--- config.mk ---
export PLATFORM = sky130hd
export DESIGN_NAME = gpr
export DESIGN_NICKNAME = d
export VERILOG_FILES = /design/src/rtl/gpr.sv
export SDC_FILE = /design/constraint.sdc
export NUM_CORES = 2
export LEC_CHECK = 0
export ABC_AREA = 0
export BUFFER_PORTS_ARGS = -buffer_cell sky130_fd_sc_hd__buf_2
export CORE_MARGIN = 2
export CORE_UTILIZATION = 55
export DETAILED_ROUTE_END_ITERATION = 10
export GPL_TIMING_DRIVEN = 0
export PLACE_DENSITY = 0.77
export SYNTH_ARGS = -nofsm -noshare
export SYNTH_HDL_FRONTEND = slang
export SYNTH_SLANG_ARGS = --single-unit
--- constraint.sdc ---
create_clock -name clk -period 40.4 [get_ports clk]
set_input_delay 4.04 -clock clk [delete_from_list [all_inputs] [get_ports clk]]
set_output_delay 4.04 -clock clk [all_outputs]
set_load 0.05 [all_outputs]
--- src/rtl/gpr.sv ---
// gpr: 32 x 32-bit MIPS general-purpose register file.
// Two combinational read ports (rs -> busa, rt -> busb) and one write port
// that commits on the rising edge of clk. Register 0 is hardwired to zero.
// Reset is asynchronous and active-high and clears every register at once.
// There is no write-to-read bypass: a read of the register being written
// returns the old contents until the clock edge commits the new value.
module gpr (
  input  logic        clk,
  input  logic        reset,
  input  logic        regwrite,
  input  logic [4:0]  m1out,
  input  logic [31:0] m2out,
  input  logic [4:0]  rs,
  input  logic [4:0]  rt,
  output logic [31:0] busa,
  output logic [31:0] busb
);

  // Register storage. Entry 0 is carried for regular indexing but is
  // forced to zero on every path and is never selected by the read ports.
  logic [31:0] regs_q [32];
  logic [31:0] regs_d [32];

  // True when this cycle's write targets a real (nonzero) register.
  logic write_en;

  // Decide whether the incoming write is allowed to land.
  always_comb begin
    write_en = regwrite && (m1out != 5'd0);
  end

  // Next-state of the array: hold everything, then overlay the one write.
  always_comb begin
    for (int i = 0; i < 32; i++) begin
      regs_d[i] = regs_q[i];
    end
    if (write_en) begin
      regs_d[m1out] = m2out;
    end
    regs_d[0] = 32'h0000_0000;
  end

  // Commit writes on the rising edge; reset clears immediately and wins
  // over any edge that coincides with it.
  always_ff @(posedge clk or posedge reset) begin
    if (reset) begin
      for (int i = 0; i < 32; i++) begin
        regs_q[i] <= 32'h0000_0000;
      end
    end else begin
      for (int i = 0; i < 32; i++) begin
        regs_q[i] <= regs_d[i];
      end
    end
  end

  // Combinational reads; address 0 is decoded to a constant zero.
  always_comb begin
    busa = (rs == 5'd0) ? 32'h0000_0000 : regs_q[rs];
    busb = (rt == 5'd0) ? 32'h0000_0000 : regs_q[rt];
  end

endmodule

==> run_results.csv <==
group,metric,value,unit
worst_setup_path,cp_cell_sequence,"buf_2 > buf_2 > buf_2 > buf_2 > buf_1 > clkbuf_1 > o21ai_0 > a21oi_1 > buf_2",
floorplanning,die_h,314.2,um
yosys,synthTopCellsByCount,"mux2_2, dfrtp_1, mux4_2",
worst_setup_path,worst-r2r-setup-slack,39.58,ns
sta,holdWs,0.5222,ns
power_and_ir_drop,p_per_area,52.48,nW/um^2
yosys,synth_edf_count,0,
grt,grt_antenna_before_repair,18,
sta,report.final.slew_viol_count,77,
final_layout,multi_input_comb_area,26550,sq um
route,wire_per_inst,38.93,um
cts,cts_buffers,102,
yosys,yosysTopAreaCellShare,46.91,%
final_layout,drive_above_1_share,49.59,%
grt,grtUsageMet3,19.87,%
final_layout,regMostFlops,"regs_q",
yosys,synth_area_leader_cell,"dfrtp_1",
placement,io_buffer_count,106,
cts,postCtsHoldBufs,0,
yosys,yosysMostFrequentCell,"mux2_2",
final_layout,design_area,58750,sq um
worst_hold_path,min_path_type,"reg2reg",
yosys,syn-cell-area,52920,sq um
flow_run,cap_violations,9,
route,drt-total-wl,198400,um
placement,gp_congestion,1.052,
yosys,synthFlopType,"dfrtp_1",
final_layout,seq_area,24820,sq um
grt,track_usage,40.45,%
floorplanning,die_x,314.2,um
sta,fmax,79.84,MHz
worst_setup_path,path_class,"in2out",
worst_setup_path,r2r-start,"regs_q[127]$_DFFE_PP0P_",
final_layout,fin_cells,5096,
floorplanning,initial_core_util,55.62,%
sta,min_period_over_period,31.00,%
route,viasPerCell,7.361,
route,drt_iter0_drc,5641,
power_and_ir_drop,ir_worst_vdd,0.00004128,V
cts,cts.repair.resized,0,
sta,setup_tns,0,ns
cts,insertion_delay,0.68,ns
yosys,ys_ff_latch,992,
cts,post-cts-setup-buffer-count,0,
power_and_ir_drop,leakage,25.42,nW
floorplanning,row_count,113,
yosys,synth_area_leaders,"dfrtp_1, mux2_2, mux4_2, mux2i_1, clkbuf_1",
sta,clock_skew,0,ns
sta,hold_viol_final,0,
grt,grtUsageMet1,50.80,%
final_layout,area_growth,11.01,%
worst_setup_path,crit_arrival,8.49,ns
grt,use_met2,55.91,%
worst_setup_path,worstPathRequired,36.36,ns
route,vias,37510,
sta,min_period,12.53,ns
route,ant_nets,0,
sta,timing.slew.headroom,-4.496,%
cts,htree_levels,3,
yosys,yosys_warnings,0,
grt,grt_overflow,0,
worst_setup_path,slowest_delay,0.78,ns
cts,cts.path.max_buffers,3,
worst_setup_path,crit_path_start,"rs[1]",
yosys,synth_fp_nets,3572,
route,post-route-drc-count,0,
sta,setup_violations,0,
worst_hold_path,min_from,"regs_q[816]$_DFFE_PP0P_",
placement,dp_hpwl,142900,um
cts,path_clk_slew,0.06,ns
worst_setup_path,worst_setup_path_end_kind,"output pin",
final_layout,fillers,7046,
worst_setup_path,critPathSlowestCell,"clkbuf_1",
floorplanning,core_area,95150,sq um
worst_setup_path,r2r_cells,1,
cts,cts_tree,"done",
grt,grt_pass1_wl,277400,um
yosys,synth_cell_types,37,
worst_hold_path,min_path_cells,1,
placement,post_dp_cell_area,55320,sq um
cts,clock-sinks,992,
final_layout,fin_nets,3792,
floorplanning,dieArea,98720,sq um
cts,cts_root_buf,"clkbuf_16",
grt,grt_busiest_layer,"met2",
worst_setup_path,start_kind,"primary input",
sta,worst_pin_slew,1.567,ns
worst_setup_path,cp_max_fo,11,
worst_setup_path,cpMostUsedCell,"buf_2",
grt,grt_pass1_vias,36590,
grt,grt_start_max_net_pins,128,
final_layout,largest_reg_flops,992,
power_and_ir_drop,finalPower,3.083,mW
placement,placed_cells,4903,
floorplanning,ios,114,
yosys,synthCells,3522,
outcome,status,"complete, but fails checks",
sta,rsz0062_at_grt,"false",
yosys,seq_area_frac_synth,46.91,%
yosys,syn_avg_cell_area,15.03,sq um
route,first_pass_iters,7,
outcome,violations,"max-capacitance violations, max-slew violations",
final_layout,reg_top3,"regs_q: 992 flops",
yosys,async_flop_share,100.0,%
-- path summary, 6_finish.rpt --
kind,to
worst max-delay path,busa[8]
worst min-delay path,regs_q[816]$_DFFE_PP0P_
worst max register to register,regs_q[127]$_DFFE_PP0P_
worst min register to register,regs_q[816]$_DFFE_PP0P_
max in group asynchronous,regs_q[860]$_DFFE_PP0P_
min in group asynchronous,regs_q[74]$_DFFE_PP0P_
-- per-stage QoR --
| stage | utilization [%] | setup slack [ns] |
|---|---|---|
| after floorplan | - | 8.451 |
| after CTS | 61.73 | 28.31 |
| after global placement | 57.84 | -2.517 |
| after detailed placement | 58.14 | 28.35 |
| after global routing | 61.73 | 28.04 |
| final | 61.74 | 27.87 |
-- cells in the final DEF, fill, tap and decap left out, drive strengths merged, types with 3 or more instances in the layout --
cell,n
mux2,1085
dfrtp,992
mux4,453
clkbuf,373
buf,270
mux2i,157
nand2,88
nor2,71
a21oi,66
o21ai,52
a22oi,35
o221ai,32
clkinv,23
nor2b,20
a221oi,18
nor3,17
a311oi,16
a22o,11
bufinv,7
diode,6
nand2b,5
inv,5
nor3b,4
nand3b,4
o22ai,4
clkinvlp,3
-- per-layer routing --
| metal | vias to the layer above | wire length [um] | share of wire, % |
|---|---|---|---|
| met5 | - | 210 | 0.11 |
| met1 | 19670 | 68470 | 35 |
| met4 | 26 | 15160 | 7.6 |
| met3 | 733 | 31950 | 16 |
| li1 | 14010 | - | - |
| met2 | 3076 | 82600 | 42 |
-- critical path: cells and delay by family --
| kind | cells | cell delay (ns) |
|---|---|---|
| buffers and inverters | 7 | 3.57 |
| AOI/OAI and AO/OA | 2 | 0.81 |
-- final cells by class --
type | count | area share, %
multi-input combinational | 2152 | 45.19
sequential | 992 | 42.25
clock buffer | 152 | 5.150
tap | 1265 | 2.694
buffer | 375 | 2.626
timing repair buffer | 116 | 1.372
clock inverter | 35 | 0.6538
inverter | 3 | 0.03195
antenna | 6 | 0.02556
-- power breakdown --
part / switching (mW) / total [mW] / internal (mW) / leakage [nW]
clock network: 0.421 / 0.983 / 0.562 / 1.68
registers: 0.149 / 1.34 / 1.19 / 12.7
logic: 0.386 / 0.763 / 0.377 / 11.1
-- logic make-up (layout without fill, tap and decap cells) --
group / count (synthesis) / after routing / share of synthesized area, %
AO/OA/AOI/OAI: 241 / 241 / 3.050
buffers and inverters: 378 / 681 / 2.927
flip-flops: 992 / 992 / 46.91
multiplexers: 1695 / 1695 / 45.33
other: 0 / 6 / 0
AND/OR/NAND/NOR: 216 / 216 / 1.785
(Power assumes the default switching activity.)
